===== src/rtl/word_align_ctl.sv =====
// rtl/word_align_ctl.sv - word-boundary alignment controller for the LVDS 7:1 receive path
// Slips the deserializer until the clock-lane word matches RX_CLK_PT, then watches for loss.
module word_align_ctl #(
    parameter logic [6:0] RX_CLK_PT  = 7'b1100011,
    parameter int         SETTLE_CYC = 16,
    parameter int         CHECK_CYC  = 64,
    parameter int         LOSS_TH    = 8
) (
    input  logic       rx_clk,
    input  logic       reset,
    input  logic [6:0] rxclk_word,
    input  logic       dphase_lock,
    output logic       O_bitslip,
    output logic [2:0] O_slip_cnt,
    output logic       O_word_lock,
    output logic       O_realign_req,
    output logic [7:0] O_loss_cnt
);

    typedef enum logic [2:0] {
        IDLE   = 3'd0,
        SETTLE = 3'd1,
        CHECK  = 3'd2,
        SLIP   = 3'd3,
        LOCK   = 3'd4,
        FAIL   = 3'd5
    } state_t;

    localparam logic [9:0]  SETTLE_LAST = 10'(SETTLE_CYC - 1);
    localparam logic [9:0]  CHECK_LAST  = 10'(CHECK_CYC - 1);
    localparam logic [7:0]  RUN_LAST    = 8'(LOSS_TH - 1);
    localparam logic [2:0]  SLIP_MAX    = 3'd6;
    localparam logic [10:0] MISS_SAT    = 11'h7ff;
    localparam logic [7:0]  LOSS_SAT    = 8'hff;

    state_t      state;
    state_t      state_nxt;
    logic [9:0]  wait_cnt;
    logic [10:0] miss_cnt;
    logic [10:0] miss_nxt;
    logic [7:0]  run_cnt;
    logic        mismatch;
    logic        loss_event;

    assign mismatch = (rxclk_word != RX_CLK_PT);

    // The last window sample must be folded in before deciding LOCK vs SLIP.
    assign miss_nxt = (mismatch && miss_cnt != MISS_SAT) ? miss_cnt + 11'd1 : miss_cnt;

    always_comb begin
        state_nxt = state;
        case (state)
            IDLE:    if (dphase_lock) state_nxt = SETTLE;
            SETTLE:  if (wait_cnt == SETTLE_LAST) state_nxt = CHECK;
            CHECK: begin
                if (wait_cnt == CHECK_LAST) begin
                    if (miss_nxt == 11'd0)         state_nxt = LOCK;
                    else if (O_slip_cnt == SLIP_MAX) state_nxt = FAIL;
                    else                             state_nxt = SLIP;
                end
            end
            SLIP:    state_nxt = SETTLE;
            LOCK:    if (mismatch && run_cnt == RUN_LAST) state_nxt = IDLE;
            FAIL:    if (!dphase_lock) state_nxt = IDLE;
            default: state_nxt = IDLE;
        endcase
        // Losing bit-phase lock overrides everything; FAIL already exits on it above.
        if (!dphase_lock && state != FAIL) state_nxt = IDLE;
    end

    assign loss_event = (state == LOCK) && (state_nxt == IDLE) && dphase_lock;

    always_ff @(posedge rx_clk or posedge reset) begin
        if (reset) begin
            state         <= IDLE;
            wait_cnt      <= 10'd0;
            miss_cnt      <= 11'd0;
            run_cnt       <= 8'd0;
            O_bitslip     <= 1'b0;
            O_slip_cnt    <= 3'd0;
            O_word_lock   <= 1'b0;
            O_realign_req <= 1'b0;
            O_loss_cnt    <= 8'd0;
        end else begin
            state         <= state_nxt;
            O_bitslip     <= (state_nxt == SLIP);
            O_word_lock   <= (state_nxt == LOCK);
            O_realign_req <= (state_nxt == FAIL);

            if (state_nxt != state)
                wait_cnt <= 10'd0;
            else if (state == SETTLE || state == CHECK)
                wait_cnt <= wait_cnt + 10'd1;

            if (state == CHECK && state_nxt == CHECK)
                miss_cnt <= miss_nxt;
            else
                miss_cnt <= 11'd0;

            if (state == LOCK && state_nxt == LOCK)
                run_cnt <= mismatch ? run_cnt + 8'd1 : 8'd0;
            else
                run_cnt <= 8'd0;

            if (state_nxt == IDLE)
                O_slip_cnt <= 3'd0;
            else if (state == SLIP)
                O_slip_cnt <= O_slip_cnt + 3'd1;

            if (loss_event && O_loss_cnt != LOSS_SAT)
                O_loss_cnt <= O_loss_cnt + 8'd1;
        end
    end

endmodule


===== config.mk =====
export PLATFORM = sky130hd
export DESIGN_NAME = word_align_ctl
export DESIGN_NICKNAME = d
export VERILOG_FILES = /design/src/rtl/word_align_ctl.sv
export SDC_FILE = /design/constraint.sdc
export NUM_CORES = 1
export LEC_CHECK = 0
export ABC_CLOCK_PERIOD_IN_PS = 3000
export CAP_MARGIN = 5
export CORE_MARGIN = 1
export CORE_UTILIZATION = 36
export DETAILED_ROUTE_END_ITERATION = 10
export PLACE_DENSITY_LB_ADDON = 0.08
export SLEW_MARGIN = 20
export SYNTH_ARGS = -nofsm -noshare
export SYNTH_HDL_FRONTEND = slang
export SYNTH_SLANG_ARGS = --single-unit

===== constraint.sdc =====
create_clock -name rx_clk -period 3 [get_ports rx_clk]
set_input_delay 0.3 -clock rx_clk [delete_from_list [all_inputs] [get_ports rx_clk]]
set_output_delay 0.3 -clock rx_clk [all_outputs]
set_load 0.02 [all_outputs]

* Yosys cells after proc, flatten, opt, wreduce, memory -nomap -nowiden
Cells that the tools add are included.
** Storage, ports and cells
- Register bits after elaboration :: 46
- Latch bits :: 0
- RAM bits :: 0
- ROM bits :: 0
- Input port bits :: 10
- Logic and storage cells :: 64
- Memories :: 0
** Operators by class
- $add $sub $neg :: 5
- Multiply operators :: 0
- Divide/modulo/power cells :: 0
- $lt $le $gt $ge :: 0
- Equality and inequality tests :: 18
- Shift operators :: 0
- Mux-type cells :: 17
- Bitwise gates (word level) :: 0
- Reduce and logical (&&, ||, !) cells :: 15
** Operator list (count)
- 3-bit 2-to-1 mux :: 10
- 11-bit 2-to-1 mux :: 2
- 10-bit 2-to-1 mux :: 2
- 3-bit case mux with 6 select lines :: 1
- 8-bit by 1-bit adder with 8-bit output, second input constant :: 2
- 8-bit 2-to-1 mux :: 2
- 3-bit == test, second input constant :: 5
- 3-bit by 2-bit == test with 1-bit output, second input constant :: 4
- 11-bit by 1-bit adder with 11-bit output, second input constant :: 1
- 11-bit logical NOT :: 1
- 11-bit inequality test, second input constant :: 1
- 10-bit by 1-bit adder with 10-bit output, second input constant :: 1
- 10-bit by 4-bit == test with 1-bit output, second input constant :: 1
- 10-bit by 6-bit == test with 1-bit output, second input constant :: 1
- 8-bit by 3-bit == test with 1-bit output, second input constant :: 1
- 1-bit logical AND :: 8
- 8-bit inequality test, second input constant :: 1
- 7-bit inequality test, second input constant :: 1
- 3-bit logical NOT :: 2
- 2-bit nonzero test :: 2
- 3-bit by 1-bit adder with 3-bit output, second input constant :: 1
- 3-bit by 1-bit == test with 1-bit output, second input constant :: 1
- 3-bit inequality test :: 1
- 3-bit inequality test, second input constant :: 1
- other kinds (2) :: 2

* Longest topological paths before layout
Gate-level depths: netlist of run 1.
- Word-level depth :: 12
- Gate-level depth with buffers :: 10

* Worst setup path before layout of run 1
OpenSTA, ideal clock, no wires.
- Kind :: reg-to-reg
- Start point :: register miss_cnt[0]
- End point :: register O_loss_cnt[7]
- Arrival :: 2.489 ns
- Data required time :: 2.875 ns
- Setup slack :: 0.386 ns
- Stages on the path, launching flop included :: 11
- Path buffers :: 1
- Clock period less this slack :: 2.614 ns
- Cell sequence :: dfrtp_1 ha_1 and2_1 clkbuf_2 nand4_4 nand4_1 xnor2_1 nor3_1 o31a_2 nor4_1 mux2_2
** On the way
- Cells in the longest elaborated chain, start to end :: 12
** RTL lines
- start: declaration :: RTL line 39 : logic [10:0] miss_cnt;
- start signal: assignment :: RTL line 96 : miss_cnt <= miss_nxt;
- branches (longest 2 deep; another with 11-bit by 1-bit adder with 11-bit output)
- 11-bit 2-to-1 mux (*) :: RTL line 48 : assign miss_nxt = (mismatch && miss_cnt != MISS_SAT) ? miss_cnt + 11'd1 : miss_cnt;
- 11-bit logical NOT (*) :: RTL line 57 : if (miss_nxt == 11'd0) state_nxt = LOCK;
- 3-bit 2-to-1 mux (*) :: RTL line 57
- 3-bit 2-to-1 mux (*) :: RTL line 56 : if (wait_cnt == CHECK_LAST) begin
- 3-bit case mux with 6 select lines (*) :: RTL line 52 : case (state)
- 3-bit 2-to-1 mux (*) :: RTL line 68 : if (!dphase_lock && state != FAIL) state_nxt = IDLE;
- via state_nxt[2] :: RTL line 37 : state_t state_nxt;
- 3-bit logical NOT (*) :: RTL line 71 : assign loss_event = (state == LOCK) && (state_nxt == IDLE) && dphase_lock;
- 1-bit logical AND (*) (2 in series) :: RTL line 71
- 1-bit logical AND (*) :: RTL line 110 : if (loss_event && O_loss_cnt != LOSS_SAT)
- end signal: assignment :: RTL line 111 : O_loss_cnt <= O_loss_cnt + 8'd1;
- end: declaration :: RTL line 17 : output logic [7:0] O_loss_cnt
Mark *: on every way through the listed nets, which the timed path passes.
A chain may end at the register's enable or synchronous reset.

* Final worst setup path of run 1
Same ends and word-level chain as after synthesis.

==> results of run 1 <==
worst max-delay path, cell delays in order (launching register included):
cell	delay, ns
sky130_fd_sc_hd__dfrtp_1	0.44
sky130_fd_sc_hd__ha_1	0.19
sky130_fd_sc_hd__and2_2	0.23
sky130_fd_sc_hd__nand4_4	0.18
sky130_fd_sc_hd__and4_1	0.24
sky130_fd_sc_hd__o211ai_1	0.26
sky130_fd_sc_hd__nor3_1	0.12
sky130_fd_sc_hd__o31a_2	0.33
sky130_fd_sc_hd__nor4_1	0.30
sky130_fd_sc_hd__mux2_2	0.37
cells in the final DEF, fill, tap and decap left out, drive strengths merged, types with 7 or more instances in the layout:
cell type / netlist / layout
xnor2: 16 / 16
nand4: 15 / 15
clkdlybuf4s50: 0 / 23
nand3: 11 / 11
inv: 9 / 8
nand2: 24 / 24
buf: 3 / 14
xor2: 19 / 19
dfrtp: 46 / 46
a21oi: 11 / 11
and3: 7 / 7
nor2: 42 / 42
registers in the layout (all words and copies together) (netlist names):
signal         flops
O_slip_cnt         3
run_cnt            8
O_loss_cnt         8
miss_cnt          11
O_realign_req      1
wait_cnt          10
O_bitslip          1
state              3
O_word_lock        1
report_power, final:
group | internal, mW | switching, mW
Sequential | 0.626 | 0.00842
Combinational | 0.0293 | 0.0348
Clock | 0.248 | 0.216
Total | 0.903 | 0.260
worst max-delay path by stage:
stage,start,end,cells past startpoint
floorplan,miss_cnt[0],O_loss_cnt[7],10
global placement,rxclk_word[6],wait_cnt[4],9
detailed placement,rxclk_word[6],wait_cnt[6],9
CTS,miss_cnt[0],O_loss_cnt[7],9
global route,miss_cnt[0],wait_cnt[3],9
finish,miss_cnt[0],O_loss_cnt[7],9
area by class of cell:
type	count	area, sq um
fillers	678	3750
clock inverters	3	45.0
inverters	9	35.0
flip-flops and latches	46	1150
well taps	96	120
clock buffers	5	68.8
repair buffers	37	335
multi-input cells	217	1430
timing repair:
item / CTS / global route
resized for setup: 0 / 3
endpoints found under the hold margin: 0 / 0
setup endpoints to repair: 0 / 19
routing by layer:
layer	track usage, %	part of all wire, %
met5	0	0
met4	4.02	0.85
met3	2.92	3.1
met2	25.0	45
met1	21.5	51
per-stage QoR:
stage / area, sq um / total power, mW
after global routing: 3190 / 1.22
after detailed placement: 3060 / 0.713
after floorplan: 2660 / 0.685
after CTS: 3170 / 1.19
final: 3190 / 1.16
after global placement: 3060 / 0.712
kinds of logic (layout without fill, tap and decap cells):
logic type	after synthesis	after routing	share of synthesized area, %
buffers and inverters	19	54	3.16
AO/OA/AOI/OAI	34	34	8.77
AND/OR/NAND/NOR	136	136	27.9
multiplexers	5	5	2.03
adder cells (fa/ha/maj)	7	7	3.20
XOR/XNOR	35	35	11.5
flip-flops	46	46	43.4
==> results.md, run 1 <==
Global route:
- The global-route wire length before repair is 9450 um.
- The number of global-route vias before repair came to 2013.
- Entering global routing, the biggest net connects 47 pins.
- The number of antenna violations at the first check in global routing is 0.
- The total global routing overflow is 0.
- The global-route total usage across every layer is between 10% and 20%.

Worst setup path:
- The class of the most critical setup path is flip-flop to flip-flop.
- The startpoint type of the worst setup path is a flip-flop.
- The cell count of the worst reg-to-reg path is 9.
- For the worst setup path, the data arrival time is 2.97 ns.
- For the worst setup path, the data required time is 3.19 ns.
- For flop-to-flop paths, the worst setup slack is 0.22 ns.
- In this run the worst path has a maximum fanout of 9.
- The worst register-to-register path ends at O_loss_cnt[7].
- The startpoint of the most critical register-to-register path is miss_cnt[0].
- The critical path endpoint category is a flip-flop.

Die:
- The die area is 7720 sq um.
- The placeable core region is 6940 sq um.
- The number of placement rows is 30.
- The total I/O pin count is 24.
- The starting utilization of the core area is 38.2%.
- The die height is 87.9 um.
- The die is between 80 and 90 um wide.

Synth:
- The area share of the leading cell type in the synthesized netlist is 43.4%.
- The number of enable flip-flop cells after synthesis is 0.
- When the netlist entered floorplanning its net count stood at 298.
- Averaged over all synthesized cells, the footprint is 9.42 sq um.
- The commonest cells after synthesis are sky130_fd_sc_hd__dfrtp_1, sky130_fd_sc_hd__nor2_1, sky130_fd_sc_hd__nand2_1, sky130_fd_sc_hd__xor2_1, sky130_fd_sc_hd__xnor2_1.
- The number of cells produced by synthesis is 282.
- After synthesis the netlist holds a flip-flop and latch count of 46.
- Sequential cells were found to cover 43.4% of the synthesized design area.
- The most used flip-flop cell after synthesis is sky130_fd_sc_hd__dfrtp_1.
- After synthesis, the cell types taking the most area are sky130_fd_sc_hd__dfrtp_1, sky130_fd_sc_hd__xor2_1, sky130_fd_sc_hd__nor2_1, sky130_fd_sc_hd__xnor2_1, sky130_fd_sc_hd__nand2_1.
- Counting distinct cell types in the post-synthesis netlist gives 49.
- sky130_fd_sc_hd__dfrtp_1 takes more of the synthesized area than any other cell.
- After synthesis the cells add up to 2660 sq um.
- Yosys printed 0 warnings.
- sky130_fd_sc_hd__dfrtp_1 is the most common cell in the netlist.
- The post-synthesis async set-or-reset flop share is 100%.

Routing:
- The first routing iteration left 65 violations.
- The via total after detailed routing is between 2k and 2.5k.
- The count of nets left with antenna violations once routing finished came out at 0.
- After detailed routing, the number of remaining DRC violations is 0.
- The routed wire length is 5400 um.
- The detail-routed net length per standard cell is 13.1 um.
- The pre-antenna-repair detailed-routing pass consisted of 4 iterations.
- Using the TritonRoute via totals, the vias-per-cell ratio works out to 5.05.

Clock network:
- The clock slew seen by the registers of the worst setup and hold paths is approximately 0.090 ns.
- In this run, CTS created clock tree buffers numbering 5.
- The buffer depth of the longest clock path is 2.
- After clock tree synthesis, the flow added hold-fix buffers numbering 0.
- The buffer count from post-CTS setup fixing is 0.
- The clock latency at the later pin of the worst-skew pair is 0.30 ns.
- The tree built by TritonCTS fans out to 46 sinks.
- The clock tree synthesis step divided the H-tree into 2 levels.
- TritonCTS built the clock tree.
- The root buffer cell is sky130_fd_sc_hd__clkbuf_8.

Cells and area:
- The post-route netlist has 12.9% of its cells at a drive strength greater than 1.
- Cells fill between 40% and 50% of the core in the end.
- In the final design database the tool counted 332 nets.
- 0 antenna diodes ended up in the layout.
- The relative area change from synthesis to final layout is 20.1%.
- Leaving out filler cells and counting taps, the final layout contains between 400 and 500.

STA:
- At the pin with the least slew margin, the transition time is 0.800 ns.
- Setup slack closes at 0.220 ns.
- The setup TNS after final layout is 0 ns.
- The remaining max-slew budget at the tightest pin is between 40% and 50%.
- The maximum clock skew at final layout is 0.00714 ns.
- After layout, the minimum clock period comes to 2.78 ns.
- Setup repair after global routing could not meet its margin everywhere.
- The number of slew-limit violations in the final report is 0.
- Setup violations remaining at the end of the flow were counted as 0.
- The top achievable clock speed is 0.360 GHz.
- The count of final hold-check violations is 0.
- On the final layout, the worst hold slack is 0.445 ns.
- Of the available clock period, the critical path in the final layout requires 92.7%.

Placement:
- At the end of routability-driven placement, the weighted congestion stood at slightly above 0.8.
- The setup slack at placement is -0.107 ns.
- The number of buffer cells added on primary ports is 23.
- The placed instance count is 405.
- Detailed placement ended at an HPWL of 3910 um.

Power:
- In this run the static leakage power is 1.36 nW.
- Across the VDD grid, the largest voltage drop is 0.253 mV.
- The power density of the placed cells is 365 nW/um^2.

Job:
- The max-capacitance violation count is 0.

Worst hold path:
- The tightest min-delay check is of the input pin to async pin type.

Outcome:
- The run finished with clean final reports.
Power figures use the tool's default switching activity.
==> inputs of run 2 (changes only) <==
--- a/config.mk
+++ b/config.mk
@@ -11,7 +11,9 @@
 export CORE_UTILIZATION = 36
 export DETAILED_ROUTE_END_ITERATION = 10
 export PLACE_DENSITY_LB_ADDON = 0.08
+export REMOVE_ABC_BUFFERS = 1
 export SLEW_MARGIN = 20
 export SYNTH_ARGS = -nofsm -noshare
 export SYNTH_HDL_FRONTEND = slang
 export SYNTH_SLANG_ARGS = --single-unit
+export TNS_END_PERCENT = 20
==> results.md, run 2 (synthesis results as in run 1) <==
Cells and area:
- In the final layout, the registers with the most flip-flops are miss_cnt: 11 flops, wait_cnt: 10 flops.
- The top cell types in the final layout, fill and taps aside, are sky130_fd_sc_hd__dfrtp_1, sky130_fd_sc_hd__nor2_1, sky130_fd_sc_hd__nand2_1.
- The relative area change from synthesis to final layout is 19.7%.
- The non-filler instance count after layout is 413 (unchanged).
- The total number of nets in the final design is 332 (unchanged).
- The post-route cell area was 3180 sq um (-0.39%).
- The fraction of final layout cells sized beyond drive strength 1 is 12.3% (-0.63 points).
- The flip-flop count of the largest register, all copies and words added is 11 (unchanged).
- The most flop-heavy register is miss_cnt.
- The commonest non-fill, non-tap cell in the layout is sky130_fd_sc_hd__dfrtp_1.
- The post-layout utilization of the core is 45.7% (-0.18 points).
- The count of antenna diodes in the layout is 0 (unchanged).

Clock network:
- The number of clock buffers inserted by TritonCTS is 5 (unchanged).
- The buffer depth of the longest clock path came to 2 (unchanged).
- The post-cts hold buffer count is 0 (unchanged).
- The clock slew seen by the registers of the worst setup and hold paths came to 0.08 ns (about the same).
- The root buffer cell is sky130_fd_sc_hd__clkbuf_8.
- The buffer count from post-CTS setup fixing was 0 (unchanged).
- The deepest level of the CTS H-tree is 2 (unchanged).
- The clock latency at the later pin of the worst-skew pair was 0.29 ns (about the same).
- TritonCTS built the clock tree.
- The number of resized instances in the post-cts repair step is 0 (unchanged).
- The number of clock sinks seen by CTS is 46 (unchanged).

STA:
- The slew at the pin with the worst max-slew slack was 0.531 ns (-0.269 ns).
- Setup repair after global routing left no endpoint under its margin.
- The maximum clock skew at final layout is 0.00646 ns (-0.000687 ns).
- The setup TNS after final layout is 0 ns (unchanged).
- The worst setup slack after layout is 0.130 ns (-0.0894 ns).
- The time the final worst path needs with I/O delays and setup is 2.87 ns (+0.0894 ns).
- The top achievable clock speed was 0.348 GHz (-3.1%).
- The remaining max-slew budget at the tightest pin is 64.5% (+18 points).
- The final critical-path share of the clock period was 95.7% (+3.0 points).
- The number of slew-limit violations in the final report is 0 (unchanged).
- The count of final hold-check violations was 0 (unchanged).
- The final setup violation count is 0 (unchanged).

Global route:
- The global-route total usage across every layer is 16.0% (+0.45 points).
- The number of global-route vias before repair is 2035 (+1.1%).
- The pin count of the biggest net entering global routing is 27 (-43%).
- The global-route wire length before repair is 9670 um (+2.3%).
- The total global routing overflow was 0 (unchanged).
- The number of antenna violations at the first check in global routing is 0 (unchanged).

Placement:
- The placed wire-length estimate is 4100 um (+4.9%).
- The cell area after placement came to 3060 sq um (unchanged).
- The number of buffer cells added on primary ports is 23 (unchanged).
- The placed instance count is 405 (unchanged).
- The final estimated routing congestion in global placement is 0.792 (-4.4%).
- The setup slack at placement was -0.144 ns (-0.0371 ns).

Routing:
- The routed wire length was 5640 um (+4.5%).
- The detail-routed net length per standard cell is 13.7 um (+4.5%).
- The number of routed nets with antenna violations is 0 (unchanged).
- The number of search-and-repair iterations in the first detailed-routing pass was 6 (+2).
- The via total after detailed routing is 2093 (+0.34%).
- The total DRC errors in the routed layout is 0 (unchanged).
- The number of violations reported at the end of detailed-routing iteration 0 is 83 (+28%).
- The via-per-instance ratio is 5.07 (+0.34%).

Worst setup path:
- The largest stage delay on the critical path came to 0.51 ns (+0.07 ns).
- The critical path endpoint category is a flip-flop.
- The register-to-register setup slack came to 0.21 ns (about the same).
- The cell at the slowest stage of the critical path is sky130_fd_sc_hd__or4_4.
- The data arrival time of the worst path is 3.05 ns (+0.08 ns).
- The cell count of the worst reg-to-reg path came to 9 (unchanged).
- The cell occurring most often along the worst timing path is sky130_fd_sc_hd__a211o_1.
- The data required time of the worst path is 3.18 ns (about the same).
- The startpoint type of the worst setup path is an input pin.
- Walking the worst path, the cells encountered are clkdlybuf4s50_1 -> nor4bb_1 -> a21oi_1 -> a211o_1 -> a211o_1 -> or4_4 -> a31oi_1 -> nand4b_4 -> nor2_1.
- The highest net fanout along the worst path was 10 (+1).
- The class of the most critical setup path is input pin to flip-flop.

Power:
- The leakage power was 1.36 nW (about the same).
- The maximum vdd drop is 0.175 mV (-31%).
- The power density of the placed cells is 364 nW/um^2 (-0.27%).

Die:
- The number of placement rows is 30 (unchanged).
- The starting utilization of the core area is 38.2% (unchanged).
- The die area was 7720 sq um (unchanged).
- The die height is 87.9 um (unchanged).
- The total I/O pin count is 24 (unchanged).
- The die extent in x was 87.9 um (unchanged).
- The placeable core region is 6940 sq um (unchanged).

Outcome:
- The run finished with clean final reports.

Worst hold path:
- The path type of the worst min-delay path is input pin to async pin.

Job:
- The max-capacitance violation count is 0 (unchanged).
-- run 2: cell count changes in the layout (fill, tap and decap cells not counted), sizes merged --
cell      delta
clkinvlp     -1
clkinv       -1
clkbuf       +1
inv          +1
-- run 2: power by group --
group          internal (mW)  switching [mW]
Clock                  0.249           0.206
Sequential             0.626         0.00895
Combinational         0.0296          0.0357
Total                  0.904           0.251
-- run 2: critical path: cells and delay by family --
| kind | cells | cell delay (ns) |
|---|---|---|
| buffers and inverters | 1 | 0.48 |
| AO/OA/AOI/OAI | 4 | 1.08 |
| AND/OR/NAND/NOR | 4 | 1.18 |
-- run 2: final timing paths --
path / startpoint / to
worst max register to register: miss_cnt[0] / wait_cnt[5]
worst max-delay path: rxclk_word[6] / wait_cnt[5]
worst min-delay path: reset / run_cnt[7]
max in group asynchronous: reset / wait_cnt[0]
min in group rx_clk: run_cnt[0] / run_cnt[0]
worst min register to register: run_cnt[0] / run_cnt[0]
-- run 2: per-stage QoR --
| stage | hold WS [ns] | power (mW) |
|---|---|---|
| 5_1_grt | 0.406 | 1.22 |
| 6_report | 0.365 | 1.16 |
| 3_3_place_gp | 0.447 | 0.714 |
| 3_5_place_dp | 0.455 | 0.715 |
| 4_1_cts | 0.383 | 1.19 |
| 2_1_floorplan | 0.425 | 0.683 |
-- run 2: cell type report --
type                            count  area [sq um]
Fill cell                         679          3770
Multi-Input combinational cell    217          1430
Sequential cell                    46          1150
Timing Repair Buffer               37           335
Tap cell                           96           120
Clock buffer                        6          72.6
Clock inverter                      2          37.5
Inverter                            9          33.8
-- run 2: layer usage --
metal	wire length [um]	vias to the layer above	global-route usage (%)	part of all wire, %
met5	0	-	0	0
li1	-	1057	-	-
met4	31	0	4.47	0.55
met3	122	2	2.54	2.2
met2	2550	26	25.4	45
met1	2930	1008	22.6	52
